`src/rtl/traffic_pkg.sv`:
```
// rtl/traffic_pkg.sv - light and phase types shared by the traffic phase scheduler
package traffic_pkg;

  typedef enum logic [1:0] {
    RED    = 2'd0,
    YELLOW = 2'd1,
    GREEN  = 2'd2
  } light_t;

  typedef enum logic [2:0] {
    NS_GREEN  = 3'd0,
    NS_YELLOW = 3'd1,
    RED_TO_EW = 3'd2,
    EW_GREEN  = 3'd3,
    EW_YELLOW = 3'd4,
    RED_TO_NS = 3'd5,
    WALK      = 3'd6
  } phase_t;

  localparam int WALK_TICKS = 10;

endpackage

```
`src/rtl/traffic_phase_scheduler_release_pacer.sv`:
```
// rtl/traffic_phase_scheduler_release_pacer.sv - paces one-car-per-interval decrement pulses for one approach
module release_pacer (
  input  logic       traffic_clk,
  input  logic       reset,
  input  logic       enable,
  input  logic       car_in_queue,
  input  logic [3:0] interval,
  output logic       dec_car
);

  logic [3:0] r_release_cnt;

  // Dropping enable clears the count, so each green starts a fresh interval.
  always_ff @(posedge traffic_clk) begin
    if (reset || !enable) begin
      r_release_cnt <= 4'd0;
      dec_car       <= 1'b0;
    end else if (r_release_cnt == interval - 4'd1) begin
      r_release_cnt <= 4'd0;
      dec_car       <= car_in_queue;
    end else begin
      r_release_cnt <= r_release_cnt + 4'd1;
      dec_car       <= 1'b0;
    end
  end

endmodule

```
`src/rtl/traffic_phase_scheduler.sv`:
```
// rtl/traffic_phase_scheduler.sv - two-approach light phase sequencer with queue release pulses
// Optional pedestrian walk phase enabled by macro PED_WALK_EN.
module traffic_phase_scheduler
  import traffic_pkg::*;
#(
  parameter int MIN_GREEN     = 8,
  parameter int MAX_GREEN     = 32,
  parameter int YELLOW_TICKS  = 4,
  parameter int ALL_RED_TICKS = 2,
  parameter int RELEASE_TICKS = 2,
  parameter int LONG_QUEUE    = 8
) (
  input  logic       traffic_clk,
  input  logic       reset,
  input  logic       ns_car_in_queue,
  input  logic [3:0] ns_queue_count,
  input  logic       ew_car_in_queue,
  input  logic [3:0] ew_queue_count,
  output logic [1:0] ns_light,
  output logic [1:0] ew_light,
  output logic       ns_dec_car,
  output logic       ew_dec_car,
  output logic [2:0] phase
`ifdef PED_WALK_EN
  ,
  input  logic       ped_req,
  output logic       walk
`endif
);

  localparam logic [7:0] MIN_LAST    = 8'(MIN_GREEN - 1);
  localparam logic [7:0] MAX_LAST    = 8'(MAX_GREEN - 1);
  localparam logic [7:0] YELLOW_LAST = 8'(YELLOW_TICKS - 1);
  localparam logic [7:0] RED_LAST    = 8'(ALL_RED_TICKS - 1);
  localparam logic [3:0] LONG_Q      = 4'(LONG_QUEUE);
  localparam logic [3:0] REL_IVL     = 4'(RELEASE_TICKS);
`ifdef PED_WALK_EN
  localparam logic [7:0] WALK_LAST   = 8'(WALK_TICKS - 1);
`endif

  phase_t     r_state;
  logic [7:0] r_phase_timer;
  logic       w_ns_exit;
  logic       w_ew_exit;
`ifdef PED_WALK_EN
  logic       r_ped_pending;
  logic       r_walk_to_ew;
`endif

  // A green yields only to a waiting opposing queue, and never before MIN_GREEN.
  assign w_ns_exit = (r_state == NS_GREEN) && (r_phase_timer >= MIN_LAST) && ew_car_in_queue &&
                     (!ns_car_in_queue || (ew_queue_count >= LONG_Q) || (r_phase_timer >= MAX_LAST));
  assign w_ew_exit = (r_state == EW_GREEN) && (r_phase_timer >= MIN_LAST) && ns_car_in_queue &&
                     (!ew_car_in_queue || (ns_queue_count >= LONG_Q) || (r_phase_timer >= MAX_LAST));

  always_ff @(posedge traffic_clk) begin
    if (reset) begin
      r_state       <= NS_GREEN;
      r_phase_timer <= 8'd0;
`ifdef PED_WALK_EN
      r_ped_pending <= 1'b0;
      r_walk_to_ew  <= 1'b0;
`endif
    end else begin
      r_phase_timer <= (r_phase_timer == 8'hFF) ? r_phase_timer : r_phase_timer + 8'd1;
`ifdef PED_WALK_EN
      if (ped_req) r_ped_pending <= 1'b1;
`endif
      case (r_state)
        NS_GREEN: if (w_ns_exit) begin
          r_state <= NS_YELLOW; r_phase_timer <= 8'd0;
        end
        NS_YELLOW: if (r_phase_timer == YELLOW_LAST) begin
          r_state <= RED_TO_EW; r_phase_timer <= 8'd0;
        end
        RED_TO_EW: if (r_phase_timer == RED_LAST) begin
          r_phase_timer <= 8'd0;
`ifdef PED_WALK_EN
          if (r_ped_pending) begin
            r_state <= WALK; r_walk_to_ew <= 1'b1; r_ped_pending <= 1'b0;
          end else
`endif
          r_state <= EW_GREEN;
        end
        EW_GREEN: if (w_ew_exit) begin
          r_state <= EW_YELLOW; r_phase_timer <= 8'd0;
        end
        EW_YELLOW: if (r_phase_timer == YELLOW_LAST) begin
          r_state <= RED_TO_NS; r_phase_timer <= 8'd0;
        end
        RED_TO_NS: if (r_phase_timer == RED_LAST) begin
          r_phase_timer <= 8'd0;
`ifdef PED_WALK_EN
          if (r_ped_pending) begin
            r_state <= WALK; r_walk_to_ew <= 1'b0; r_ped_pending <= 1'b0;
          end else
`endif
          r_state <= NS_GREEN;
        end
`ifdef PED_WALK_EN
        WALK: if (r_phase_timer == WALK_LAST) begin
          r_state <= r_walk_to_ew ? EW_GREEN : NS_GREEN; r_phase_timer <= 8'd0;
        end
`endif
        default: begin
          r_state <= NS_GREEN; r_phase_timer <= 8'd0;
        end
      endcase
    end
  end

  always_comb begin
    ns_light = RED;
    ew_light = RED;
    case (r_state)
      NS_GREEN:  ns_light = GREEN;
      NS_YELLOW: ns_light = YELLOW;
      EW_GREEN:  ew_light = GREEN;
      EW_YELLOW: ew_light = YELLOW;
      default: ;
    endcase
  end

  assign phase = r_state;
`ifdef PED_WALK_EN
  assign walk = (r_state == WALK);
`endif

  // Pacing stops on the exit-decision cycle so no pulse lands in yellow.
  release_pacer u_ns_pacer (
    .traffic_clk  (traffic_clk),
    .reset        (reset),
    .enable       ((r_state == NS_GREEN) && !w_ns_exit),
    .car_in_queue (ns_car_in_queue),
    .interval     (REL_IVL),
    .dec_car      (ns_dec_car)
  );

  release_pacer u_ew_pacer (
    .traffic_clk  (traffic_clk),
    .reset        (reset),
    .enable       ((r_state == EW_GREEN) && !w_ew_exit),
    .car_in_queue (ew_car_in_queue),
    .interval     (REL_IVL),
    .dec_car      (ew_dec_car)
  );

endmodule

```
`config.mk`:
```
export PLATFORM = sky130hd
export DESIGN_NAME = traffic_phase_scheduler
export DESIGN_NICKNAME = d
export VERILOG_FILES = /design/src/rtl/traffic_pkg.sv /design/src/rtl/traffic_phase_scheduler_release_pacer.sv /design/src/rtl/traffic_phase_scheduler.sv
export SDC_FILE = /design/constraint.sdc
export NUM_CORES = 1
export LEC_CHECK = 0
export CORE_ASPECT_RATIO = 0.8
export CORE_MARGIN = 2
export CORE_UTILIZATION = 54
export DETAILED_ROUTE_END_ITERATION = 8
export PLACE_DENSITY = 0.9
export SLEW_MARGIN = 20
export SYNTH_ARGS = -nofsm -noshare
export SYNTH_HDL_FRONTEND = slang
export SYNTH_SLANG_ARGS = --single-unit
```
`constraint.sdc`:
```
create_clock -name traffic_clk -period 4.5 [get_ports traffic_clk]
set_input_delay 0.9 -clock traffic_clk [delete_from_list [all_inputs] [get_ports traffic_clk]]
set_output_delay 0.9 -clock traffic_clk [all_outputs]
set_load 0.1 [all_outputs]
```
After elaboration in Yosys (flattened, before gate mapping)
Cells that the tools add are included.
{"block": "word_totals", "ff_bits": 21, "latch_bits": 0, "mem_bits_rw": 0, "romBits": 0, "wordCells": 74, "memories": 0}
{"block": "classes", "add_sub_neg": 3, "n_mul": 0, "div_mod_pow": 0, "n_lt_le_gt_ge": 4, "n_eq_ne": 16, "n_shift": 0, "muxes": 15, "bitwise_logic": 2, "n_reduce_logical": 28}
{"operator": "2-to-1 mux 8 bit", "count": 5}
{"operator": "case mux 8 bit (4 select lines)", "count": 1}
{"operator": "2-to-1 mux 3 bit", "count": 6}
{"operator": "case mux 3 bit (6 select lines)", "count": 1}
{"operator": "inequality test 2 bit (second input constant)", "count": 6}
{"operator": "OR reduction 2 bit", "count": 6}
{"operator": "adder 4 x 1 -> 4 bit (second input constant)", "count": 2}
{"operator": "adder 8 x 1 -> 8 bit (second input constant)", "count": 1}
{"operator": "equality test 4 x 1 -> 1 bit (second input constant)", "count": 2}
{"operator": "equality test 8 x 1 -> 1 bit (second input constant)", "count": 1}
{"operator": "equality test 8 x 2 -> 1 bit (second input constant)", "count": 1}
{"operator": "equality test 8 bit (second input constant)", "count": 1}
{"operator": "greater-or-equal comparator 4 bit (second input constant)", "count": 2}
{"operator": "greater-or-equal comparator 8 x 3 -> 1 bit (second input constant)", "count": 1}
{"operator": "greater-or-equal comparator 8 x 5 -> 1 bit (second input constant)", "count": 1}
{"operator": "logical AND 1 bit", "count": 8}
{"operator": "case mux 2 bit (2 select lines)", "count": 2}
{"operator": "equality test 3 x 2 -> 1 bit (second input constant)", "count": 2}
{"operator": "equality test 3 bit (second input constant)", "count": 2}
{"operator": "zero test 1 bit", "count": 6}
{"operator": "logical OR 1 bit", "count": 6}
{"operator": "AND reduction 6 bit", "count": 1}
{"operator": "equality test 3 x 1 -> 1 bit (second input constant)", "count": 1}
{"operator": "zero test 3 bit", "count": 1}
{"operator": "inverter 1 bit", "count": 2}

Logic depth before layout (Yosys ltp)
Gate-level depths: netlist of the first run.
{"block": "logic_depth", "word_depth": 9, "depth_mapped": 6, "depth_no_buf": 6}

By module
A second synthesis of the first run with hierarchy kept.
{"block": "hier_totals", "cells_unflattened": 148, "hier_area_um2": 1332.5}
{"mod": "traffic_phase_scheduler", "n_inst": 1, "cells_per_inst": 94, "area_each_um2": 754.5, "seq_area_each_um2": 220.2}
{"mod": "release_pacer", "n_inst": 2, "cells_per_inst": 27, "area_each_um2": 289.0, "seq_area_each_um2": 100.1}

Least setup slack after synthesis of the first run
No wires, ideal clock.
{"block": "synth_timing", "path_kind": "register -> output", "start": "reg r_state[0] (netlist: phase[0])", "end": "out ns_light[0]", "t_arrival_ps": 3497, "required_ps": 3600, "path_slack_ps": 103, "stages_incl_launch_ff": 3, "path_cell_list": "dfxtp_1 clkbuf_1 nor3b_1"}
{"block": "synth_via", "elab_chain_len": 2}
{"element": "from (decl)", "line": "traffic_phase_scheduler.sv:41", "source": "phase_t r_state;"}
{"element": "from (signal assigned)", "line": "traffic_phase_scheduler.sv:58", "source": "r_state <= NS_GREEN;"}
{"element": "from (signal assigned)", "line": "traffic_phase_scheduler.sv:71", "source": "r_state <= NS_YELLOW; r_phase_timer <= 8'd0;"}
{"element": "from (signal assigned)", "line": "traffic_phase_scheduler.sv:74", "source": "r_state <= RED_TO_EW; r_phase_timer <= 8'd0;"}
{"element": "equality test 3 x 1 -> 1 bit / zero test 3 bit (equally long branches)", "line": "traffic_phase_scheduler.sv:115", "source": "case (r_state)"}
{"element": "case mux 2 bit (2 select lines) *", "line": "traffic_phase_scheduler.sv:115"}
{"element": "to (decl)", "line": "traffic_phase_scheduler.sv:19", "source": "output logic [1:0] ns_light,"}
Every way passes the cells marked *; elsewhere a longest branch is shown, timed or not.

Final worst setup path of the first run
{"block": "layout_timing", "start": "reg r_state[2] (netlist: phase[2])", "end": "out ns_light[1]"}
Same word-level chain as after synthesis.

==> run_summary.xml, run 1 <==
<?xml version="1.0" encoding="UTF-8"?>
<metrics>
  <group name="outcome">
    <metric name="status" unit="">finished clean</metric>
  </group>
  <group name="cells_and_area">
    <metric name="seqCellArea" unit="sq um">420.4</metric>
    <metric name="nets" unit="">161</metric>
    <metric name="insertedDiodeCount" unit="">0</metric>
    <metric name="fill_cell_instance_count_of_the_final_layout" unit="">160</metric>
    <metric name="drive_gt1_frac" unit="">0.06338</metric>
    <metric name="multi_input_logic_area" unit="sq um">624.3</metric>
    <metric name="area_growth_syn_to_layout" unit="%">17.23</metric>
    <metric name="finalCoreUtilization" unit="">0.6706</metric>
  </group>
  <group name="route">
    <metric name="route.layer.met1.wl" unit="microns">974</metric>
    <metric name="dr.max_layer_used" unit="">met4</metric>
    <metric name="wl_met3" unit="microns">111</metric>
    <metric name="antenna_left" unit="">0</metric>
    <metric name="post_drt_via_cell_ratio" unit="">5.608</metric>
    <metric name="dr.pass1.iters" unit="">4</metric>
    <metric name="routed_wirelength" unit="microns">2084</metric>
    <metric name="drc_errors" unit="">0</metric>
    <metric name="drt-initial-drc-count" unit="">17</metric>
    <metric name="routed-wl-met2" unit="microns">985</metric>
    <metric name="detail_route.wl_per_cell" unit="microns">12.55</metric>
    <metric name="via_count" unit="">931</metric>
  </group>
  <group name="yosys">
    <metric name="synth.avg_cell_area" unit="sq um">8.522</metric>
    <metric name="post-synth-top-area-fraction" unit="">0.3884</metric>
    <metric name="synthTopCellsByArea" unit="">sky130_fd_sc_hd__dfxtp_1, sky130_fd_sc_hd__ha_1, sky130_fd_sc_hd__nor2_1, sky130_fd_sc_hd__nand2b_1, sky130_fd_sc_hd__a21oi_1</metric>
    <metric name="synth_edf_count" unit="">0</metric>
    <metric name="synth_commonest_cells" unit="">sky130_fd_sc_hd__dfxtp_1, sky130_fd_sc_hd__nor2_1, sky130_fd_sc_hd__nand2_1</metric>
    <metric name="warnings_from_yosys" unit="">0</metric>
    <metric name="leading_cell_type_by_number_of_instances_after_synthesis" unit="">sky130_fd_sc_hd__dfxtp_1</metric>
    <metric name="async_reset_ff_frac" unit="">0</metric>
    <metric name="synthesized_nets" unit="">145</metric>
    <metric name="synth_top_area_cell" unit="">sky130_fd_sc_hd__dfxtp_1</metric>
    <metric name="synth_sequential_area_ratio" unit="">0.3884</metric>
    <metric name="yosys_register_bits" unit="">21</metric>
    <metric name="synth_area" unit="sq mm">0.001082</metric>
    <metric name="netlist_instances" unit="">127</metric>
    <metric name="netlist-cell-type-count" unit="">34</metric>
    <metric name="yosys_most_used_dff" unit="">sky130_fd_sc_hd__dfxtp_1</metric>
  </group>
  <group name="floorplanning">
    <metric name="fp.dieArea" unit="sq mm">0.002380</metric>
    <metric name="chipWidth" unit="microns">54.05</metric>
    <metric name="placementRows" unit="">14</metric>
    <metric name="core_region_area" unit="sq mm">0.001892</metric>
    <metric name="boundaryPins" unit="">21</metric>
    <metric name="die_h" unit="microns">44.04</metric>
    <metric name="initial_core_util" unit="">0.5721</metric>
  </group>
  <group name="clocking">
    <metric name="resized_gates_after_cts" unit="">0</metric>
    <metric name="clock_input_transition_at_the_sequential_cells_of_the_worst_setup_and_hold_paths" unit="ns">0.12</metric>
    <metric name="cts_tree" unit="">done</metric>
    <metric name="cts.path.max_buffers" unit="">2</metric>
    <metric name="cts_inserted_buffers" unit="">3</metric>
    <metric name="numClockSinks" unit="">21</metric>
    <metric name="cts-htree-levels" unit="">1</metric>
    <metric name="clock_latency" unit="ns">0.31</metric>
    <metric name="cts-root-buf" unit="">sky130_fd_sc_hd__clkbuf_4</metric>
    <metric name="hold_buffers" unit="">0</metric>
    <metric name="postCtsSetupRepairBufs" unit="">0</metric>
  </group>
  <group name="global_routing">
    <metric name="first_global_vias" unit="">844</metric>
    <metric name="grt_util_all_layers" unit="">0.1977</metric>
    <metric name="grt_overflow_total" unit="">0</metric>
    <metric name="global_route_wire_length_before_repair" unit="microns">3401</metric>
    <metric name="antenna_found_initial" unit="">0</metric>
    <metric name="grt_max_degree" unit="">13</metric>
  </group>
  <group name="placement">
    <metric name="io_buffer_count" unit="">14</metric>
    <metric name="gp_routability_congestion" unit="">0.7762</metric>
    <metric name="dpl.hpwl" unit="microns">1569</metric>
  </group>
  <group name="setup_path">
    <metric name="worst_setup_path_class" unit="">flop to output port</metric>
    <metric name="critical_path_peak_fanout" unit="">10</metric>
    <metric name="crit_arrival" unit="ns">2.39</metric>
    <metric name="critPathCapture" unit="">ns_light[1]</metric>
    <metric name="critPathLaunchType" unit="">flop</metric>
    <metric name="rr_worst_depth" unit="">5</metric>
    <metric name="startpoint" unit="">phase[2]</metric>
    <metric name="r2r_setup_slack" unit="ns">2.36</metric>
    <metric name="timing.rr.end" unit="">r_phase_timer[4]</metric>
    <metric name="endpoint_kind_of_the_worst_setup_timing_path" unit="">output port</metric>
    <metric name="worst_ep_required_time" unit="ns">3.60</metric>
    <metric name="critical_path.reg2reg.startpoint" unit="">r_phase_timer[5]</metric>
  </group>
  <group name="sta">
    <metric name="final-setup-viol-count" unit="">0</metric>
    <metric name="timing_hold_violations_final" unit="">0</metric>
    <metric name="clock_skew" unit="ns">0.01110</metric>
    <metric name="achievable-frequency" unit="MHz">303.9</metric>
    <metric name="rsz0062_at_grt" unit="">no</metric>
    <metric name="worst_slew_pin_slew" unit="ns">0.9686</metric>
    <metric name="timing.final.crit_share" unit="">0.7312</metric>
    <metric name="max_slew_margin" unit="">0.3523</metric>
    <metric name="layout_min_cycle_time" unit="ns">3.290</metric>
    <metric name="finalMaxSlewViolations" unit="">0</metric>
    <metric name="tns" unit="ns">0</metric>
  </group>
  <group name="power_and_ir_drop">
    <metric name="power.density" unit="mW/mm^2">267.9</metric>
    <metric name="overall_power" unit="mW">0.3399</metric>
    <metric name="power.ir.vdd_worst" unit="uV">196.6</metric>
    <metric name="leak_pwr" unit="nW">0.4930</metric>
  </group>
  <group name="job">
    <metric name="drv.max_cap_violation_count" unit="">0</metric>
  </group>
  <group name="hold_path">
    <metric name="hold_path.class" unit="">flop to flop</metric>
  </group>
</metrics>
critical path, stage by stage, from the launching register on:
cell and delay [ns]:
sky130_fd_sc_hd__dfxtp_1 0.42, sky130_fd_sc_hd__or3_1 0.46, sky130_fd_sc_hd__inv_1 0.07, sky130_fd_sc_hd__clkdlybuf4s50_1 1.12
flip-flops by register name, summed over array words and instances (netlist names):
| register | count |
|---|---|
| phase | 3 |
| u_ew_pacer.r_release_cnt | 4 |
| u_ns_pacer.r_release_cnt | 4 |
| u_ew_pacer.dec_car | 1 |
| r_phase_timer | 8 |
| u_ns_pacer.dec_car | 1 |
cell type report:
class,instances,share of cell area
Tap cell,24,0.02367
Timing Repair Buffer,14,0.1105
Clock buffer,3,0.01775
Sequential cell,21,0.3314
Multi-Input combinational cell,96,0.4921
Clock inverter,1,0.003945
Inverter,7,0.02071
metrics by stage:
step,area [sq um],cells,setup WS (ns),hold slack (ns)
floorplan,1082,127,0.1025,0.4616
global placement,1241,162,1.582,0.4794
detailed placement,1241,162,1.566,0.4932
CTS,1269,166,1.201,0.5110
global route,1269,166,1.138,0.5265
finish,1269,166,1.210,0.5131
where the power goes:
| part | switching, mW | total, mW | internal (mW) | leakage [nW] |
|---|---|---|---|---|
| Combinational | 0.0264 | 0.0452 | 0.0188 | 0.305 |
| Clock | 0.0587 | 0.0920 | 0.0332 | 0.0177 |
| Sequential | 0.00824 | 0.203 | 0.194 | 0.170 |
cells by family (layout without fill, tap and decap cells):
group                      after synthesis  in the layout  share of synthesized area
muxes                                    3              3                    0.02890
buffers and inverters                   10             25                    0.03469
and+or+nand+nor                         60             60                     0.2879
adders and majority gates                6              6                    0.06936
AOI/OAI and AO/OA                       23             23                     0.1584
DFF                                     21             21                     0.3884
xor gates and xnor gates                 4              4                    0.03238
routing by layer:
layer	vias up	track usage
li1	474	-
met1	431	0.2393
met2	24	0.3317
met3	2	0.06081
met4	0	0.07000
met5	-	0
worst min-delay path by stage:
stage,start,endpoint,slack [ns],cells past startpoint
3_3_place_gp,u_ew_pacer.r_release_cnt[0],u_ew_pacer.r_release_cnt[0],0.48,1
6_report,u_ns_pacer.r_release_cnt[0],u_ns_pacer.r_release_cnt[0],0.51,1
5_1_grt,u_ns_pacer.r_release_cnt[0],u_ns_pacer.r_release_cnt[0],0.53,1
3_5_place_dp,u_ns_pacer.r_release_cnt[0],u_ns_pacer.r_release_cnt[0],0.49,1
2_1_floorplan,u_ns_pacer.r_release_cnt[0],u_ns_pacer.r_release_cnt[0],0.46,1
4_1_cts,u_ns_pacer.r_release_cnt[0],u_ns_pacer.r_release_cnt[0],0.51,1
cells in the final DEF, fill, tap and decap left out, types with 3 or more instances in the layout:
master                            Yosys  routed
sky130_fd_sc_hd__ha_1                 6       6
sky130_fd_sc_hd__nand2b_1             6       6
sky130_fd_sc_hd__a21oi_1              7       7
sky130_fd_sc_hd__and3_1               3       3
sky130_fd_sc_hd__o21ai_0              4       4
sky130_fd_sc_hd__nor2_1              19      19
sky130_fd_sc_hd__xor2_1               3       3
sky130_fd_sc_hd__clkdlybuf4s50_1      0      14
sky130_fd_sc_hd__nand3_1              4       4
sky130_fd_sc_hd__nand2_1              9       9
sky130_fd_sc_hd__clkbuf_4             0       3
sky130_fd_sc_hd__dfxtp_1             21      21
sky130_fd_sc_hd__inv_1                7       7
sky130_fd_sc_hd__nor3_1               7       7
(Power assumes the default switching activity.)
==> inputs of run 2 (changes only) <==
--- a/config.mk
+++ b/config.mk
@@ -7,9 +7,9 @@
 export LEC_CHECK = 0
 export CORE_ASPECT_RATIO = 0.8
 export CORE_MARGIN = 2
-export CORE_UTILIZATION = 54
+export CORE_UTILIZATION = 50
 export DETAILED_ROUTE_END_ITERATION = 8
-export PLACE_DENSITY = 0.9
+export PLACE_DENSITY = 0.84
 export SLEW_MARGIN = 20
 export SYNTH_ARGS = -nofsm -noshare
 export SYNTH_HDL_FRONTEND = slang
==> constraint.sdc (replaced) <==
create_clock -name traffic_clk -period 3.3 [get_ports traffic_clk]
set_input_delay 0.66 -clock traffic_clk [delete_from_list [all_inputs] [get_ports traffic_clk]]
set_output_delay 0.66 -clock traffic_clk [all_outputs]
set_load 0.1 [all_outputs]
==> run_summary.xml, run 2 (synthesis gave the netlist of run 1 again) <==
<?xml version="1.0" encoding="UTF-8"?>
<metrics>
  <group name="clocking">
    <metric name="postCtsSetupRepairBufs" unit="">0</metric>
    <metric name="numClockSinks" unit="">21</metric>
    <metric name="clock_input_transition_at_the_sequential_cells_of_the_worst_setup_and_hold_paths" unit="ns">0.11</metric>
    <metric name="hold_buffers" unit="">0</metric>
    <metric name="cts_inserted_buffers" unit="">3</metric>
    <metric name="clock_latency" unit="ns">0.31</metric>
    <metric name="resized_gates_after_cts" unit="">0</metric>
    <metric name="cts-htree-levels" unit="">1</metric>
    <metric name="cts.path.max_buffers" unit="">2</metric>
    <metric name="cts_tree" unit="">done</metric>
    <metric name="cts-root-buf" unit="">sky130_fd_sc_hd__clkbuf_4</metric>
  </group>
  <group name="cells_and_area">
    <metric name="fill_cell_instance_count_of_the_final_layout" unit="">194</metric>
    <metric name="nets" unit="">161</metric>
    <metric name="insertedDiodeCount" unit="">0</metric>
    <metric name="area_growth_syn_to_layout" unit="%">16.07</metric>
    <metric name="drive_gt1_frac" unit="">0.1127</metric>
    <metric name="top_register" unit="">r_phase_timer</metric>
    <metric name="flip_flop_count_of_the_largest_register_after_layout" unit="">8</metric>
    <metric name="layout_commonest_cell" unit="">sky130_fd_sc_hd__dfxtp_1</metric>
    <metric name="mostFrequentLayoutCells" unit="">sky130_fd_sc_hd__dfxtp_1, sky130_fd_sc_hd__nor2_1, sky130_fd_sc_hd__nand2_1</metric>
    <metric name="regs_by_ff_count" unit="">r_phase_timer: 8 flops, u_ew_pacer.r_release_cnt: 4 flops, u_ns_pacer.r_release_cnt: 4 flops</metric>
  </group>
  <group name="sta">
    <metric name="achievable-frequency" unit="MHz">414.1</metric>
    <metric name="timing_hold_violations_final" unit="">0</metric>
    <metric name="hold_slack" unit="ns">0.5027</metric>
    <metric name="finalMaxSlewViolations" unit="">0</metric>
    <metric name="rsz0062_at_grt" unit="">no</metric>
    <metric name="worst_slew_pin_slew" unit="ns">0.9629</metric>
    <metric name="final-setup-viol-count" unit="">0</metric>
    <metric name="max_slew_margin" unit="">0.3561</metric>
    <metric name="layout_min_cycle_time" unit="ns">2.415</metric>
    <metric name="timing.final.crit_share" unit="">0.7318</metric>
    <metric name="clock_skew" unit="ns">0.002424</metric>
    <metric name="tns" unit="ns">0</metric>
  </group>
  <group name="floorplanning">
    <metric name="initial_core_util" unit="">0.5149</metric>
    <metric name="placementRows" unit="">15</metric>
    <metric name="die_h" unit="microns">45.62</metric>
    <metric name="chipWidth" unit="microns">56.02</metric>
    <metric name="fp.dieArea" unit="sq mm">0.002555</metric>
    <metric name="core_region_area" unit="sq mm">0.002102</metric>
    <metric name="boundaryPins" unit="">21</metric>
  </group>
  <group name="global_routing">
    <metric name="grt_util_met1" unit="">0.2288</metric>
    <metric name="grt_max_degree" unit="">12</metric>
    <metric name="grt_overflow_total" unit="">0</metric>
    <metric name="grt_use_met2" unit="">0.3247</metric>
    <metric name="first_global_vias" unit="">836</metric>
    <metric name="global_route_wire_length_before_repair" unit="microns">3698</metric>
    <metric name="grt_most_used_layer" unit="">met2</metric>
    <metric name="grt.met3_usage" unit="">0.06250</metric>
    <metric name="grt_util_all_layers" unit="">0.1903</metric>
    <metric name="antenna_found_initial" unit="">0</metric>
  </group>
  <group name="setup_path">
    <metric name="critical_path.slowest_cell" unit="">sky130_fd_sc_hd__clkdlybuf4s50_1</metric>
    <metric name="endpoint_kind_of_the_worst_setup_timing_path" unit="">output port</metric>
    <metric name="critPathLaunchType" unit="">flop</metric>
    <metric name="worst_setup_path_class" unit="">flop to output port</metric>
    <metric name="crit_path_cell_chain" unit="">clkdlybuf4s50_1</metric>
    <metric name="worst_ep_required_time" unit="ns">2.64</metric>
    <metric name="worstPathBufferInverterCount" unit="">1</metric>
    <metric name="path_delay_family" unit="">buffers and inverters</metric>
    <metric name="critical_path_peak_fanout" unit="">1</metric>
    <metric name="crit_arrival" unit="ns">1.76</metric>
    <metric name="timing.critical_path.slowest_cell_delay" unit="ns">1.12</metric>
  </group>
  <group name="hold_path">
    <metric name="hold_path.class" unit="">flop to flop</metric>
  </group>
  <group name="route">
    <metric name="post_drt_via_cell_ratio" unit="">5.659</metric>
    <metric name="drt-initial-drc-count" unit="">20</metric>
    <metric name="via_count" unit="">945</metric>
    <metric name="drc_errors" unit="">0</metric>
    <metric name="antenna_left" unit="">0</metric>
    <metric name="detail_route.wl_per_cell" unit="microns">12.71</metric>
    <metric name="routed_wirelength" unit="microns">2123</metric>
    <metric name="dr.pass1.iters" unit="">4</metric>
  </group>
  <group name="power_and_ir_drop">
    <metric name="power.ir.vdd_worst" unit="uV">228.6</metric>
    <metric name="power.density" unit="mW/mm^2">370.2</metric>
    <metric name="overall_power" unit="mW">0.4650</metric>
    <metric name="leak_pwr" unit="nW">0.5072</metric>
  </group>
  <group name="placement">
    <metric name="io_buffer_count" unit="">14</metric>
    <metric name="gp_routability_congestion" unit="">0.8390</metric>
    <metric name="dpl.hpwl" unit="microns">1584</metric>
  </group>
  <group name="job">
    <metric name="drv.max_cap_violation_count" unit="">0</metric>
  </group>
  <group name="outcome">
    <metric name="status" unit="">finished clean</metric>
  </group>
</metrics>
[run 2: cell types whose count changed in the layout (fill, tap and decap cells not counted)]
cell | previous run | this run
sky130_fd_sc_hd__buf_4 | 0 | 7
sky130_fd_sc_hd__nor3b_2 | 0 | 1
sky130_fd_sc_hd__clkdlybuf4s50_1 | 14 | 7
sky130_fd_sc_hd__clkbuf_1 | 0 | 1
sky130_fd_sc_hd__clkinv_2 | 1 | 0
sky130_fd_sc_hd__nor3b_1 | 2 | 1
[run 2: power breakdown]
part	leakage, nW	internal (mW)	switching, mW
Sequential	0.170	0.265	0.0116
Clock	0.0150	0.0472	0.0790
Combinational	0.322	0.0262	0.0359
Total	0.507	0.339	0.126
[run 2: routing by layer]
layer	part of all wire	up-vias
met5	0	-
met4	0.013	0
met3	0.049	4
met2	0.48	23
met1	0.46	441
li1	-	477
[run 2: final timing paths]
kind	slack, ns	cells after the start	startpoint	end
max reg2reg	1.15	5	r_phase_timer[5]	r_phase_timer[4]
min	0.50	1	u_ew_pacer.r_release_cnt[0]	u_ew_pacer.r_release_cnt[0]
min reg2reg	0.50	1	u_ew_pacer.r_release_cnt[0]	u_ew_pacer.r_release_cnt[0]
max	0.88	1	u_ns_pacer.dec_car	ns_dec_car
[run 2: layout make-up]
class                           count  area [sq um]  share of cell area
Inverter                            7         26.28             0.02092
Multi-Input combinational cell     96         629.4              0.5010
Sequential cell                    21         420.4              0.3347
Timing Repair Buffer               14         122.6             0.09761
Tap cell                           25         31.28             0.02490
Clock buffer                        4         26.28             0.02092
[run 2: metrics by stage]
stage | util | area [sq um] | instances | setup WS [ns]
detailed placement | 0.5851 | 1230 | 163 | 0.8827
floorplan | - | 1087 | 127 | 0.1257
global route | 0.5976 | 1256 | 167 | 0.8364
global placement | 0.5851 | 1230 | 163 | 0.9541
finish | 0.5976 | 1256 | 167 | 0.8849
CTS | 0.5976 | 1256 | 167 | 0.8764
==> inputs of run 3 (changes only) <==
==> constraint.sdc (replaced) <==
create_clock -name traffic_clk -period 2.4 [get_ports traffic_clk]
set_input_delay 0.48 -clock traffic_clk [delete_from_list [all_inputs] [get_ports traffic_clk]]
set_output_delay 0.48 -clock traffic_clk [all_outputs]
set_load 0.1 [all_outputs]
==> run_summary.xml, run 3 (synthesis gave the netlist of run 1 again) <==
<?xml version="1.0" encoding="UTF-8"?>
<metrics>
  <group name="global_routing">
    <metric name="grt_overflow_total" unit="">0</metric>
    <metric name="first_global_vias" unit="">755</metric>
    <metric name="global_route_wire_length_before_repair" unit="microns">3367</metric>
    <metric name="grt_util_all_layers" unit="">0.1707</metric>
    <metric name="antenna_found_initial" unit="">0</metric>
    <metric name="grt_max_degree" unit="">12</metric>
  </group>
  <group name="clocking">
    <metric name="cts-root-buf" unit="">sky130_fd_sc_hd__clkbuf_4</metric>
    <metric name="clock_latency" unit="ns">0.31</metric>
    <metric name="cts.path.max_buffers" unit="">2</metric>
    <metric name="cts_tree" unit="">done</metric>
    <metric name="cts_inserted_buffers" unit="">3</metric>
    <metric name="numClockSinks" unit="">21</metric>
    <metric name="clock_input_transition_at_the_sequential_cells_of_the_worst_setup_and_hold_paths" unit="ns">0.11</metric>
    <metric name="postCtsSetupRepairBufs" unit="">0</metric>
    <metric name="resized_gates_after_cts" unit="">0</metric>
    <metric name="hold_buffers" unit="">0</metric>
    <metric name="cts-htree-levels" unit="">1</metric>
  </group>
  <group name="setup_path">
    <metric name="critical_path.reg2reg.startpoint" unit="">r_phase_timer[5]</metric>
    <metric name="timing.critical_path.depth" unit="">5</metric>
    <metric name="rr_worst_depth" unit="">5</metric>
    <metric name="critical_path_peak_fanout" unit="">8</metric>
    <metric name="r2r_setup_slack" unit="ns">0.24</metric>
    <metric name="worst_ep_required_time" unit="ns">2.59</metric>
    <metric name="worst_setup_path_class" unit="">flop to flop</metric>
    <metric name="timing.critical_path.slowest_cell_delay" unit="ns">0.43</metric>
    <metric name="startpoint" unit="">r_phase_timer[5]</metric>
    <metric name="timing.rr.end" unit="">r_phase_timer[2]</metric>
    <metric name="critPathCapture" unit="">r_phase_timer[2]</metric>
    <metric name="crit_path_cell_chain" unit="">or3_4 -&gt; or4_4 -&gt; o211a_4 -&gt; o31ai_4 -&gt; nor3_1</metric>
    <metric name="worstPathBufferInverterCount" unit="">0</metric>
    <metric name="critical_path.slowest_cell" unit="">sky130_fd_sc_hd__or4_4</metric>
    <metric name="critPathLaunchType" unit="">flop</metric>
    <metric name="crit_arrival" unit="ns">2.35</metric>
    <metric name="endpoint_kind_of_the_worst_setup_timing_path" unit="">flop</metric>
    <metric name="path_delay_family" unit="">simple AND/OR/NAND/NOR gates</metric>
  </group>
  <group name="sta">
    <metric name="layout_min_cycle_time" unit="ns">2.162</metric>
    <metric name="achievable-frequency" unit="MHz">462.5</metric>
    <metric name="clock_skew" unit="ns">0.006235</metric>
    <metric name="tns" unit="ns">0</metric>
    <metric name="setup_ws" unit="ns">0.2378</metric>
    <metric name="rsz0062_at_grt" unit="">no</metric>
    <metric name="final-setup-viol-count" unit="">0</metric>
    <metric name="hold_slack" unit="ns">0.5007</metric>
    <metric name="timing.final.crit_share" unit="">0.9009</metric>
    <metric name="max_slew_margin" unit="">0.7198</metric>
    <metric name="worst_slew_pin_slew" unit="ns">0.4203</metric>
    <metric name="finalMaxSlewViolations" unit="">0</metric>
    <metric name="timing_hold_violations_final" unit="">0</metric>
  </group>
  <group name="route">
    <metric name="drt-initial-drc-count" unit="">28</metric>
    <metric name="antenna_left" unit="">0</metric>
    <metric name="dr.pass1.iters" unit="">4</metric>
    <metric name="via_count" unit="">947</metric>
    <metric name="drc_errors" unit="">0</metric>
    <metric name="detail_route.wl_per_cell" unit="microns">12.47</metric>
    <metric name="routed_wirelength" unit="microns">2095</metric>
    <metric name="post_drt_via_cell_ratio" unit="">5.637</metric>
  </group>
  <group name="cells_and_area">
    <metric name="top_register" unit="">r_phase_timer</metric>
    <metric name="insertedDiodeCount" unit="">0</metric>
    <metric name="flip_flop_count_of_the_largest_register_after_layout" unit="">8</metric>
    <metric name="nets" unit="">162</metric>
    <metric name="mostFrequentLayoutCells" unit="">sky130_fd_sc_hd__nor2_1, sky130_fd_sc_hd__dfxtp_1, sky130_fd_sc_hd__nand2_1, sky130_fd_sc_hd__buf_4</metric>
    <metric name="regs_by_ff_count" unit="">r_phase_timer: 8 flops, u_ew_pacer.r_release_cnt: 4 flops, u_ns_pacer.r_release_cnt: 4 flops</metric>
    <metric name="layout_commonest_cell" unit="">sky130_fd_sc_hd__nor2_1</metric>
    <metric name="layout.cell_area.non_filler" unit="sq mm">0.001286</metric>
    <metric name="drive_gt1_frac" unit="">0.1678</metric>
    <metric name="post_layout_nonfiller_instances" unit="">168</metric>
    <metric name="fill_cell_instance_count_of_the_final_layout" unit="">184</metric>
    <metric name="finalCoreUtilization" unit="">0.6119</metric>
    <metric name="area_growth_syn_to_layout" unit="%">18.84</metric>
  </group>
  <group name="hold_path">
    <metric name="hold_path.class" unit="">flop to flop</metric>
  </group>
  <group name="floorplanning">
    <metric name="initial_core_util" unit="">0.5149</metric>
    <metric name="chipWidth" unit="microns">56.02</metric>
    <metric name="placementRows" unit="">15</metric>
    <metric name="boundaryPins" unit="">21</metric>
    <metric name="fp.dieArea" unit="sq mm">0.002555</metric>
    <metric name="core_region_area" unit="sq mm">0.002102</metric>
    <metric name="die_h" unit="microns">45.62</metric>
  </group>
  <group name="placement">
    <metric name="gp_routability_congestion" unit="">0.7748</metric>
    <metric name="placed_area" unit="sq mm">0.001260</metric>
    <metric name="io_buffer_count" unit="">14</metric>
    <metric name="dp_worst_setup_slack" unit="ns">0.2120</metric>
    <metric name="placed_cells_incl_taps" unit="">164</metric>
    <metric name="dpl.hpwl" unit="microns">1553</metric>
  </group>
  <group name="power_and_ir_drop">
    <metric name="overall_power" unit="mW">0.6387</metric>
    <metric name="cellInternalPower" unit="mW">0.4658</metric>
    <metric name="power.share.switching" unit="">0.2708</metric>
    <metric name="portion_of_total_power_attributed_to_combinational_logic" unit="">0.134</metric>
    <metric name="total_switching_power" unit="mW">0.1730</metric>
    <metric name="seqPwrFrac" unit="">0.596</metric>
    <metric name="leak_pwr" unit="nW">0.5226</metric>
    <metric name="power.ir.vdd_worst" unit="uV">326.4</metric>
    <metric name="clock_power_share" unit="">0.270</metric>
    <metric name="power.density" unit="mW/mm^2">496.6</metric>
  </group>
  <group name="job">
    <metric name="drv.max_cap_violation_count" unit="">0</metric>
  </group>
  <group name="outcome">
    <metric name="status" unit="">finished clean</metric>
  </group>
</metrics>
run 3: cell type report:
class	count	area, sq um	area share
inverters	7	30.03	0.02335
well taps	25	31.28	0.02432
clock buffers	4	26.28	0.02043
flip-flops and latches	21	424.2	0.3298
repair buffers	15	137.6	0.1070
multi-input cells	96	636.9	0.4951
run 3: worst min-delay path by stage:
stage | startpoint | endpoint | cells past startpoint
after floorplan | u_ns_pacer.r_release_cnt[0] | u_ns_pacer.r_release_cnt[0] | 1
after global placement | u_ew_pacer.r_release_cnt[0] | u_ew_pacer.r_release_cnt[0] | 1
after detailed placement | u_ew_pacer.r_release_cnt[0] | u_ew_pacer.r_release_cnt[0] | 1
after CTS | u_ew_pacer.r_release_cnt[0] | u_ew_pacer.r_release_cnt[0] | 1
after global routing | u_ew_pacer.r_release_cnt[0] | u_ew_pacer.r_release_cnt[0] | 1
final | u_ew_pacer.r_release_cnt[0] | u_ew_pacer.r_release_cnt[0] | 1
run 3: power groups by stage:
| stage | Combinational (mW) | Clock [mW] | Sequential, mW |
|---|---|---|---|
| finish | 0.0855 | 0.172 | 0.381 |
| global placement | 0.0823 | 0 | 0.386 |
| detailed placement | 0.0854 | 0 | 0.388 |
| global route | 0.0958 | 0.188 | 0.383 |
| CTS | 0.0855 | 0.175 | 0.381 |
| floorplan | 0.0501 | 0 | 0.395 |
run 3: metal layers:
metal	part of all wire	GRT usage
met2	0.45	0.2659
met1	0.47	0.2261
met5	0	0
met3	0.063	0.06534
met4	0.0081	0.04286
